`config.mk`:
```
export PLATFORM = sky130hd
export DESIGN_NAME = prio_enc_pipe
export DESIGN_NICKNAME = d
export VERILOG_FILES = /design/src/rtl/prio_enc_pkg.sv /design/src/rtl/prio_enc_core.sv /design/src/rtl/prio_enc_pipe.sv
export SDC_FILE = /design/constraint.sdc
export NUM_CORES = 1
export LEC_CHECK = 0
export CORE_MARGIN = 2
export CORE_UTILIZATION = 30
export DETAILED_ROUTE_END_ITERATION = 16
export GPL_TIMING_DRIVEN = 0
export PLACE_DENSITY = 0.51
export REMOVE_ABC_BUFFERS = 1
export SETUP_SLACK_MARGIN = 0.15
export SYNTH_ARGS = -nofsm -noshare
export SYNTH_HDL_FRONTEND = slang
export SYNTH_HIERARCHICAL = 1
export SYNTH_SLANG_ARGS = --single-unit
```
`constraint.sdc`:
```
create_clock -name clk -period 7.71 [get_ports clk]
set_input_delay 1.542 -clock clk [delete_from_list [all_inputs] [get_ports clk]]
set_output_delay 1.542 -clock clk [all_outputs]
set_load 0.03 [all_outputs]
```
`src/rtl/prio_enc_pkg.sv`:
```
// -----------------------------------------------------------------------------
// prio_enc_pkg
// Shared constants for the pipelined priority encoder.
//   MODE_FIXED / MODE_RR : encodings of the rr_mode input.
//   CNT_W                : width of the optional grant counter.
// -----------------------------------------------------------------------------
package prio_enc_pkg;

    localparam logic MODE_FIXED = 1'b0;
    localparam logic MODE_RR    = 1'b1;

    localparam int CNT_W = 16;

endpackage : prio_enc_pkg

```
`src/rtl/prio_enc_core.sv`:
```
// -----------------------------------------------------------------------------
// prio_enc_core
// Combinational priority search over WIDTH request bits. The search begins at
// index 'start' and descends, wrapping from 0 to WIDTH-1; the first set bit
// found wins.
// Ports:
//   req   : request vector
//   start : first index examined (must be < WIDTH)
//   idx   : winning index (0 when no request is set)
//   none  : high when req is all zeros
// -----------------------------------------------------------------------------
module prio_enc_core
    import prio_enc_pkg::*;
#(
    parameter  int WIDTH = 8,
    localparam int IDX_W = $clog2(WIDTH)
) (
    input  logic [WIDTH-1:0] req,
    input  logic [IDX_W-1:0] start,
    output logic [IDX_W-1:0] idx,
    output logic             none
);

    int               pos;
    logic [IDX_W-1:0] pos_idx;

    always_comb begin
        idx     = '0;
        none    = 1'b1;
        pos     = 0;
        pos_idx = '0;
        for (int k = 0; k < WIDTH; k++) begin
            // Descending walk with manual wrap keeps pos inside [0, WIDTH-1]
            // even when WIDTH is not a power of two.
            pos = int'(start) - k;
            if (pos < 0) begin
                pos = pos + WIDTH;
            end
            pos_idx = IDX_W'(pos);
            if (none && req[pos_idx]) begin
                idx  = pos_idx;
                none = 1'b0;
            end
        end
    end

endmodule : prio_enc_core

```
`src/rtl/prio_enc_pipe.sv`:
```
// -----------------------------------------------------------------------------
// prio_enc_pipe
// Registered WIDTH-bit priority encoder with valid/ready handshakes on both
// sides and selectable fixed / round-robin priority. One cycle of latency,
// full throughput.
// Optional feature (macro PRIO_ENC_CNT_EN): adds a saturating 16-bit counter
// of accepted transactions with a nonzero request vector.
// Ports:
//   clk, rst_n : clock, asynchronous active-low reset
//   in_valid   : d_in / rr_mode valid
//   in_ready   : block can accept an input this cycle
//   d_in       : request vector
//   rr_mode    : 0 = fixed (highest index wins), 1 = round-robin
//   out_valid  : a_out / none_out hold a result
//   out_ready  : consumer accepts the result
//   a_out      : encoded winning index
//   none_out   : accepted d_in was all zeros
//   grant_cnt  : (PRIO_ENC_CNT_EN only) saturating nonzero-grant count
// -----------------------------------------------------------------------------
module prio_enc_pipe
    import prio_enc_pkg::*;
#(
    parameter  int WIDTH = 8,
    localparam int IDX_W = $clog2(WIDTH)
) (
    input  logic             clk,
    input  logic             rst_n,
    input  logic             in_valid,
    output logic             in_ready,
    input  logic [WIDTH-1:0] d_in,
    input  logic             rr_mode,
    output logic             out_valid,
    input  logic             out_ready,
    output logic [IDX_W-1:0] a_out,
    output logic             none_out
`ifdef PRIO_ENC_CNT_EN
    ,
    output logic [CNT_W-1:0] grant_cnt
`endif
);

    logic             vld_p1;
    logic [IDX_W-1:0] a_p1;
    logic             none_p1;
    logic [IDX_W-1:0] rr_ptr;
    logic [IDX_W-1:0] start_sel;
    logic [IDX_W-1:0] core_idx;
    logic             core_none;
    logic             accept;

    assign in_ready = !vld_p1 || out_ready;
    assign accept   = in_valid && in_ready;

    // Round-robin starts one below the last grant, so the last winner becomes
    // lowest priority; ptr=0 therefore reproduces fixed priority.
    always_comb begin
        start_sel = IDX_W'(WIDTH - 1);
        if (rr_mode == MODE_RR && rr_ptr != '0) begin
            start_sel = rr_ptr - IDX_W'(1);
        end
    end

    prio_enc_core #(
        .WIDTH (WIDTH)
    ) u_core (
        .req   (d_in),
        .start (start_sel),
        .idx   (core_idx),
        .none  (core_none)
    );

    // ---- stage p1: result register and round-robin pointer ----
    always_ff @(posedge clk or negedge rst_n) begin
        if (!rst_n) begin
            vld_p1  <= 1'b0;
            a_p1    <= '0;
            none_p1 <= 1'b0;
            rr_ptr  <= '0;
        end else if (accept) begin
            vld_p1  <= 1'b1;
            a_p1    <= core_idx;
            none_p1 <= core_none;
            if (rr_mode == MODE_RR && !core_none) begin
                rr_ptr <= core_idx;
            end
        end else if (out_ready) begin
            vld_p1 <= 1'b0;
        end
    end

    assign out_valid = vld_p1;
    assign a_out     = a_p1;
    assign none_out  = none_p1;

`ifdef PRIO_ENC_CNT_EN
    logic [CNT_W-1:0] cnt_p1;

    function automatic logic [CNT_W-1:0] sat_inc(input logic [CNT_W-1:0] v);
        return (v == '1) ? v : v + CNT_W'(1);
    endfunction

    always_ff @(posedge clk or negedge rst_n) begin
        if (!rst_n) begin
            cnt_p1 <= '0;
        end else if (accept && !core_none) begin
            cnt_p1 <= sat_inc(cnt_p1);
        end
    end

    assign grant_cnt = cnt_p1;
`endif

endmodule : prio_enc_pipe

```
==> results.sh, run 1 <==
export IMPL_outcome="finished clean"
export IMPL_maxSlewViolCount=0
export IMPL_peakVddDrop_v=0.000170
export IMPL_r2r_start="rr_ptr[0]"
export IMPL_startpoint="rr_mode"
export IMPL_relSlewSlack=0.520
export IMPL_maxCapViolations=0
export IMPL_cts_tree="yes"
export IMPL_cp_endpoint="rr_ptr[0]"
export IMPL_hold_class="reg2reg"
export IMPL_cts_setup_buffers=0
export IMPL_p_comb_frac=0.836
export IMPL_io_buffer_count=18
export IMPL_first_iter_violations=45
export IMPL_dp_hpwl_um=2710
export IMPL_setup_viol_count_final=0
export IMPL_synth_common_cells="mux4_2, mux2_2, nand2_1, nor2_1, dfrtp_1"
export IMPL_p_leak_nw=0.619
export IMPL_cts_hold_buf=0
export IMPL_hold_viol_final=0
export IMPL_finClkSkew_ps=4.94
export IMPL_period_minus_slack_ps=6170
export IMPL_drc=0
export IMPL_start_util=0.316
export IMPL_dr_pass1_iters=4
export IMPL_ant_nets=0
export IMPL_cts_root_buf="clkbuf_8"
export IMPL_multi_input_area_sq_um=1110
export IMPL_ys_seq_area_frac=0.144
export IMPL_pwr_share_clk=0.070
export IMPL_grt_pass1_vias=1264
export IMPL_critPathMaxFanout=16
export IMPL_power_density_nw_per_um2=440
export IMPL_grt_pass1_wl_um=6090
export IMPL_nets=172
export IMPL_final_core_util=0.370
export IMPL_critPathLaunchType="input port"
export IMPL_ys_types=53
export IMPL_rows=24
export IMPL_yosysTopAreaCell="mux4_2"
export IMPL_swShare=0.503
export IMPL_worst_r2r_cell_count=13
export IMPL_yosysTopAreaCellShare=0.194
export IMPL_reg2reg_slack_ps=2780
export IMPL_cts_resized=0
export IMPL_syn_inst=139
export IMPL_path_clk_slew_ps=40
export IMPL_period_share=0.800
export IMPL_synthFlopType="dfrtp_1"
export IMPL_sequentialPowerShare=0.094
export IMPL_endpoint_kind="flip-flop"
export IMPL_yosys_warnings=6
export IMPL_rsz0062_at_grt="false"
export IMPL_finalSetupTns_ps=0
export IMPL_die_y_um=72.2
export IMPL_ys_ff_latch=8
export IMPL_ioPinCount=19
export IMPL_synthMostInstantiatedCell="mux4_2"
export IMPL_synth_edf_count=0
export IMPL_cts_sinks=8
export IMPL_p_switching_mw=0.362
export IMPL_synth_area_sq_um=1390
export IMPL_required_ps=7820
export IMPL_track_usage=0.144
export IMPL_worstMarginPinSlew_ps=719
export IMPL_cts_max_path_buffers=2
export IMPL_cp_arrival_ps=6280
export IMPL_syn_to_final_growth_pct=17.3
export IMPL_antenna_found_initial=0
export IMPL_numCtsBuffers=3
export IMPL_yosys_top_cells_area="mux4_2, dfrtp_1, mux2_2, mux4_1, ha_1"
export IMPL_seq_area_sq_um=200
export IMPL_overflow=0
export IMPL_syn_avg_cell_area_sq_um=10.0
export IMPL_r2r_end="rr_ptr[0]"
export IMPL_antennaDiodeCount=0
export IMPL_dieWidth_um=72.2
export IMPL_core_area_sq_um=4410
export IMPL_wirelength_um=3530
export IMPL_grt_max_degree=17
export IMPL_n_fill_cell=418
export IMPL_fmaxAchievable_mhz=162
export IMPL_dieArea_sq_um=5210
export IMPL_crit_type="in2reg"
export IMPL_h_tree_depth=1
export IMPL_drive_gt1_frac=0.222
export IMPL_intPower_mw=0.357
export IMPL_routedWlPerCell_um=17.2
export IMPL_gp_congestion=0.781
export IMPL_viasPerCell=6.06
export IMPL_ys_async_sr_fraction=1.00
export IMPL_vias=1243
export IMPL_insertion_delay_ps=230
sequential cells by signal, indices dropped and copies added, names as in the netlist:
register   count
a_out          3
none_out       1
out_valid      1
rr_ptr         3
placed cells by master, fill, tap and decap left out, types with 4 or more instances in the layout:
cell | Yosys | routed
nor3_1 | 4 | 4
ha_1 | 4 | 4
mux2_2 | 11 | 11
mux2i_1 | 5 | 5
nor2_1 | 10 | 10
clkdlybuf4s50_1 | 0 | 18
nand2_1 | 10 | 10
mux4_2 | 12 | 12
dfrtp_1 | 8 | 8
inv_1 | 7 | 7
a21oi_1 | 5 | 5
per-layer routing:
layer  vias up  share of wire  global-route usage
li1        574              -                   -
met1       629           0.46               0.206
met2        40           0.49               0.242
met3         0          0.047              0.0181
met4         0              0              0.0168
met5         -              0                   0
worst min path at each step:
stage / from / endpoint / depth (start not counted)
floorplan: rr_ptr[1] / rr_ptr[1] / 1
global placement: a_out[2] / a_out[2] / 1
detailed placement: rr_ptr[1] / rr_ptr[1] / 1
CTS: a_out[1] / a_out[1] / 1
global route: rr_ptr[1] / rr_ptr[1] / 1
finish: a_out[0] / a_out[0] / 1
through the flow:
step	hold WS, ps	total power [mW]	worst slack [ps]	area [sq um]	instances
after floorplan	479	0.533	2550	1340	131
after CTS	511	0.715	1520	1640	205
final	505	0.719	1540	1640	205
after detailed placement	502	0.661	1290	1590	202
after global routing	519	0.782	1160	1640	205
after global placement	489	0.648	1280	1590	201
logic make-up (layout without fill, tap and decap cells):
logic type,count (synthesis),count (layout),synth area share
and+or+nand+nor,43,43,0.180
muxes,33,33,0.387
AOI/OAI and AO/OA,32,32,0.176
buffers and inverters,16,30,0.0592
DFF,8,8,0.144
adders and majority gates,4,4,0.0359
xor gates and xnor gates,3,3,0.0189
area by class of cell:
class,instances,share of cell area
Multi-Input combinational cell,115,0.679
Sequential cell,8,0.122
Timing Repair Buffer,19,0.115
Inverter,8,0.0184
Clock buffer,3,0.0252
Tap cell,52,0.0398
power groups by stage:
stage               registers, mW  clock network [mW]  logic (mW)
floorplan                  0.0804                   0       0.452
global placement           0.0666                   0       0.582
detailed placement         0.0679                   0       0.593
CTS                        0.0671              0.0514       0.597
global route               0.0689              0.0546       0.659
finish                     0.0674              0.0502       0.601
worst max-delay path: stages:
cell             delay, ps
clkdlybuf4s50_1        480
a21boi_0               180
nand2_1                550
clkinv_1               380
ha_1                   730
mux4_2                 670
mux2i_2                360
o211ai_4               180
or3_1                  370
nor3_1                 260
nand4b_4               220
mux2_2                 330
(Power assumes the default switching activity.)
==> inputs of run 2 (changes only) <==
- clock period: 7.71 -> 5.9 ns (I/O delays scaled with it)
==> run 2 against run 1 <==
Compared with the run above: die area unchanged; sequential share of layout area down 0.056 points; count of clock-buffer cells in the layout unchanged; via count about the same; power up 31%; utilization up 0.17 points; first-iteration DRC count up 8.9%; highest routed layer unchanged.
==> results.sh, run 2 (synthesis gave the netlist of run 1 again) <==
export IMPL_outcome="finished clean"
export IMPL_start_util=0.316
export IMPL_crit_slowest_cell="mux4_1"
export IMPL_hold_depth=1
export IMPL_cts_setup_buffers=0
export IMPL_nets=172
export IMPL_cp_top_family="simple AND/OR/NAND/NOR gates"
export IMPL_required_ps=6010
export IMPL_viasPerCell=6.07
export IMPL_crit_type="in2reg"
export IMPL_cts_sinks=8
export IMPL_insertion_delay_ps=230
export IMPL_multi_input_area_sq_um=1120
export IMPL_dr_pass1_iters=4
export IMPL_reg2reg_slack_ps=1320
export IMPL_cts_root_buf="clkbuf_8"
export IMPL_endpoint_kind="flip-flop"
export IMPL_pwr_share_clk=0.070
export IMPL_wirelength_um=3560
export IMPL_routedWlPerCell_um=17.4
export IMPL_grt_pass1_wl_um=6140
export IMPL_seq_area_sq_um=200
export IMPL_core_area_sq_um=4410
export IMPL_ioPinCount=19
export IMPL_place_ws_ps=-156
export IMPL_min_from="a_out[0]"
export IMPL_final_common_cell="clkdlybuf4s50_1"
export IMPL_drc=0
export IMPL_finClkSkew_ps=4.95
export IMPL_period_minus_slack_ps=5480
export IMPL_r2r_end="rr_ptr[0]"
export IMPL_numCtsBuffers=3
export IMPL_worst_slack_ps=424
export IMPL_cts_hold_buf=0
export IMPL_hold_class="reg2reg"
export IMPL_rsz0062_at_grt="false"
export IMPL_hold_end="a_out[0]"
export IMPL_rows=24
export IMPL_finalSetupTns_ps=0
export IMPL_cp_cell_sequence="clkdlybuf4s50_1 > a21boi_0 > nand2_2 > inv_1 > ha_2 > mux4_1 > mux2_4 > nor3_4 > o211ai_4 > or3_1 > nor3_1 > nand4b_4 > mux2_2"
export IMPL_r2r_start="rr_ptr[0]"
export IMPL_dieArea_sq_um=5210
export IMPL_n_fill_cell=420
export IMPL_cts_max_path_buffers=2
export IMPL_swShare=0.502
export IMPL_maxCapViolations=0
export IMPL_p_leak_nw=0.617
export IMPL_track_usage=0.145
export IMPL_critPathMaxStageDelay_ps=610
export IMPL_critPathMaxFanout=16
export IMPL_antennaDiodeCount=0
export IMPL_grt_pass1_vias=1278
export IMPL_peakVddDrop_v=0.000217
export IMPL_ant_nets=0
export IMPL_syn_to_final_growth_pct=17.9
export IMPL_cts_tree="yes"
export IMPL_intPower_mw=0.471
export IMPL_grt_max_degree=17
export IMPL_path_clk_slew_ps=40
export IMPL_first_iter_violations=49
export IMPL_p_comb_frac=0.836
export IMPL_io_buffer_count=18
export IMPL_antenna_found_initial=0
export IMPL_die_y_um=72.2
export IMPL_dp_hpwl_um=2710
export IMPL_period_share=0.928
export IMPL_sequentialPowerShare=0.094
export IMPL_worstMarginPinSlew_ps=608
export IMPL_dieWidth_um=72.2
export IMPL_p_switching_mw=0.474
export IMPL_critPathLaunchType="input port"
export IMPL_gp_congestion=0.781
export IMPL_cp_arrival_ps=5580
export IMPL_overflow=0
export IMPL_path_buf_inv=2
export IMPL_hold_viol_final=0
export IMPL_final_cell_mix="clkdlybuf4s50_1, mux4_2, mux2_2"
export IMPL_total_power_mw=0.945
export IMPL_vias=1244
export IMPL_drive_gt1_frac=0.242
export IMPL_h_tree_depth=1
export IMPL_fmaxAchievable_mhz=183
export IMPL_maxSlewViolCount=0
export IMPL_worst_r2r_cell_count=14
export IMPL_relSlewSlack=0.592
export IMPL_final_core_util=0.372
export IMPL_setup_viol_count_final=0
export IMPL_power_density_nw_per_um2=575
[run 2: cell counts in the layout (fill, tap and decap cells not counted)]
No cell type changed its count.
[run 2: area by class of cell]
type | count | area share
inverter | 8 | 0.0183
tap | 52 | 0.0396
multi-input combinational | 115 | 0.681
sequential | 8 | 0.122
timing repair buffer | 19 | 0.114
clock buffer | 3 | 0.0251
[run 2: how the worst max path moves through the flow]
stage	startpoint	to	slack, ps	cells after the start
4_1_cts	rr_mode	rr_ptr[0]	330	13
5_1_grt	rr_mode	rr_ptr[0]	190	13
3_5_place_dp	rr_mode	rr_ptr[1]	-160	12
3_3_place_gp	rr_mode	rr_ptr[2]	-170	12
2_1_floorplan	rr_mode	rr_ptr[0]	1100	11
6_report	rr_mode	rr_ptr[0]	420	13
[run 2: what timing repair did]
action                     CTS  global route
setup endpoints to repair    3             3
gates resized for setup      2             1
hold endpoints to repair     0             0
[run 2: power by group through the flow]
stage / clock network [mW] / registers, mW / logic [mW]
6_report: 0.0657 / 0.0889 / 0.790
5_1_grt: 0.0713 / 0.0906 / 0.867
4_1_cts: 0.0672 / 0.0883 / 0.783
3_5_place_dp: 0 / 0.0887 / 0.775
3_3_place_gp: 0 / 0.0871 / 0.760
2_1_floorplan: 0 / 0.105 / 0.591
[run 2: stage by stage]
| step | instances | area (sq um) | hold WS (ps) |
|---|---|---|---|
| floorplan | 131 | 1340 | 479 |
| global placement | 201 | 1590 | 489 |
| detailed placement | 202 | 1590 | 502 |
| CTS | 205 | 1640 | 511 |
| global route | 205 | 1640 | 519 |
| finish | 205 | 1640 | 505 |
[run 2: per-layer routing]
metal | share of wire | vias up | routed length [um] | GRT usage
li1 | - | 579 | - | -
met1 | 0.47 | 626 | 1660 | 0.206
met2 | 0.49 | 39 | 1760 | 0.245
met3 | 0.040 | 0 | 141 | 0.0181
met4 | 0 | 0 | 0 | 0.0168
met5 | 0 | - | 0 | 0
==> inputs of run 3 (changes only) <==
- CORE_MARGIN: 2 -> 3
==> run 3 against run 2 <==
Compared with the run above: setup slack gained 58 ps; non-clock buffer count is the same; register-to-register slack improved by 50 ps; die area is 5.6% higher; first-iteration DRC count down 31%; maximum frequency increased by 1.1%; clock skew decreased by 2.0 ps; utilization rose by 0.085 points; cell count unchanged; combinational power hardly changed; clock power shrank 2%; critical endpoint is now rr_ptr[1].
==> results.sh, run 3 (synthesis gave the netlist of run 1 again) <==
export IMPL_met1_usage=0.193
export IMPL_cp_arrival_ps=5520
export IMPL_critPathMaxFanout=16
export IMPL_fmaxAchievable_mhz=185
export IMPL_dp_hpwl_um=2540
export IMPL_grt_max_degree=17
export IMPL_grt_pass1_vias=1163
export IMPL_cp_top_family="simple AND/OR/NAND/NOR gates"
export IMPL_dieWidth_um=74.2
export IMPL_finClkSkew_ps=3.00
export IMPL_critPathLaunchType="input port"
export IMPL_gp_congestion=0.841
export IMPL_crit_slowest_cell="mux4_1"
export IMPL_power_density_nw_per_um2=571
export IMPL_drive_gt1_frac=0.242
export IMPL_r2r_start="rr_ptr[0]"
export IMPL_first_iter_violations=34
export IMPL_track_usage=0.130
export IMPL_p_leak_nw=0.619
export IMPL_r2r_end="rr_ptr[1]"
export IMPL_cts_max_path_buffers=2
export IMPL_met3_usage=0.0216
export IMPL_hold_end="a_out[0]"
export IMPL_peakVddDrop_v=0.000294
export IMPL_dr_pass1_iters=4
export IMPL_numCtsBuffers=3
export IMPL_overflow=0
export IMPL_period_share=0.918
export IMPL_worst_r2r_cell_count=14
export IMPL_path_buf_inv=2
export IMPL_crit_type="in2reg"
export IMPL_final_common_cell="clkdlybuf4s50_1"
export IMPL_rows=24
export IMPL_antennaDiodeCount=0
export IMPL_grt_pass1_wl_um=5680
export IMPL_cp_cell_sequence="clkdlybuf4s50_1 > a21boi_0 > nand2_2 > inv_1 > ha_2 > mux4_1 > mux2_4 > nor3_4 > o211ai_4 > or3_1 > nor3_1 > nand4b_4 > mux2_2"
export IMPL_ioPinCount=19
export IMPL_final_cell_mix="clkdlybuf4s50_1, mux4_2, mux2_2"
export IMPL_setup_viol_count_final=0
export IMPL_cts_setup_buffers=0
export IMPL_antenna_found_initial=0
export IMPL_dieArea_sq_um=5500
export IMPL_critPathMaxStageDelay_ps=590
export IMPL_drc=0
export IMPL_top_usage_layer="met2"
export IMPL_relSlewSlack=0.454
export IMPL_outcome="finished clean"
export IMPL_worstMarginPinSlew_ps=814
export IMPL_viasPerCell=5.84
export IMPL_hold_depth=1
export IMPL_routedWlPerCell_um=16.3
export IMPL_insertion_delay_ps=230
export IMPL_nets=172
export IMPL_cts_sinks=8
export IMPL_required_ps=6010
export IMPL_reg2reg_slack_ps=1370
export IMPL_die_y_um=74.2
export IMPL_endpoint_kind="flip-flop"
export IMPL_start_util=0.316
export IMPL_n_fill_cell=419
export IMPL_cts_tree="yes"
export IMPL_core_area_sq_um=4410
export IMPL_hold_viol_final=0
export IMPL_rsz0062_at_grt="false"
export IMPL_ant_nets=0
export IMPL_wirelength_um=3330
export IMPL_vias=1197
export IMPL_h_tree_depth=1
export IMPL_path_clk_slew_ps=40
export IMPL_maxCapViolations=0
export IMPL_hold_class="reg2reg"
export IMPL_total_power_mw=0.940
export IMPL_grt_met2_usage=0.196
export IMPL_hold_ws_ps=499
export IMPL_cts_hold_buf=0
export IMPL_min_from="a_out[0]"
export IMPL_cts_resized=1
export IMPL_io_buffer_count=18
export IMPL_period_minus_slack_ps=5420
export IMPL_cts_root_buf="clkbuf_8"
export IMPL_syn_to_final_growth_pct=18.1
export IMPL_maxSlewViolCount=0
-- run 3: cell counts in the layout (fill, tap and decap cells not counted) --
No cell type changed its count.
-- run 3: through the flow --
stage / setup slack, ps / utilization / instance area (sq um) / std cells / setup TNS (ps)
global route: 218 / 0.373 / 1650 / 205 / 0
global placement: -139 / 0.359 / 1590 / 201 / -416
CTS: 170 / 0.372 / 1640 / 205 / 0
finish: 482 / 0.373 / 1650 / 205 / 0
detailed placement: -137 / 0.362 / 1600 / 202 / -396
floorplan: 1100 / - / 1340 / 131 / 0
-- run 3: worst max-delay path by stage --
stage / start / slack (ps) / endpoint / cells past startpoint
2_1_floorplan: rr_mode / 1100 / rr_ptr[0] / 11
3_3_place_gp: rr_mode / -140 / rr_ptr[1] / 12
3_5_place_dp: rr_mode / -140 / rr_ptr[2] / 12
4_1_cts: rr_mode / 170 / rr_ptr[2] / 13
5_1_grt: rr_mode / 220 / rr_ptr[2] / 13
6_report: rr_mode / 480 / rr_ptr[1] / 13
-- run 3: per-layer routing --
metal / vias to the layer above / part of all wire
met5: - / 0
met4: 0 / 0.0084
met3: 4 / 0.021
met2: 22 / 0.47
met1: 589 / 0.50
li1: 582 / -
-- run 3: worst reg2reg max path, delay by kind of cell (launching register included) --
family / cells / cell delay, ps
simple gates: 5 / 1420
buf+inv: 2 / 350
mux: 3 / 1240
flops: 1 / 380
compound gates: 2 / 460
fa+ha+maj: 2 / 600
-- run 3: layout make-up --
cell class	count	area, sq um	share of cell area
Multi-Input combinational cell	115	1120	0.679
Sequential cell	8	200	0.122
Timing Repair Buffer	19	191	0.116
Tap cell	52	65.1	0.0395
Clock buffer	3	41.3	0.0251
Inverter	8	30.0	0.0182
-- run 3: power by group --
part,internal (mW),total [mW],switching (mW)
Clock,0.0441,0.0646,0.0205
Combinational,0.353,0.788,0.435
Sequential,0.0755,0.0876,0.0121
Total,0.472,0.940,0.468
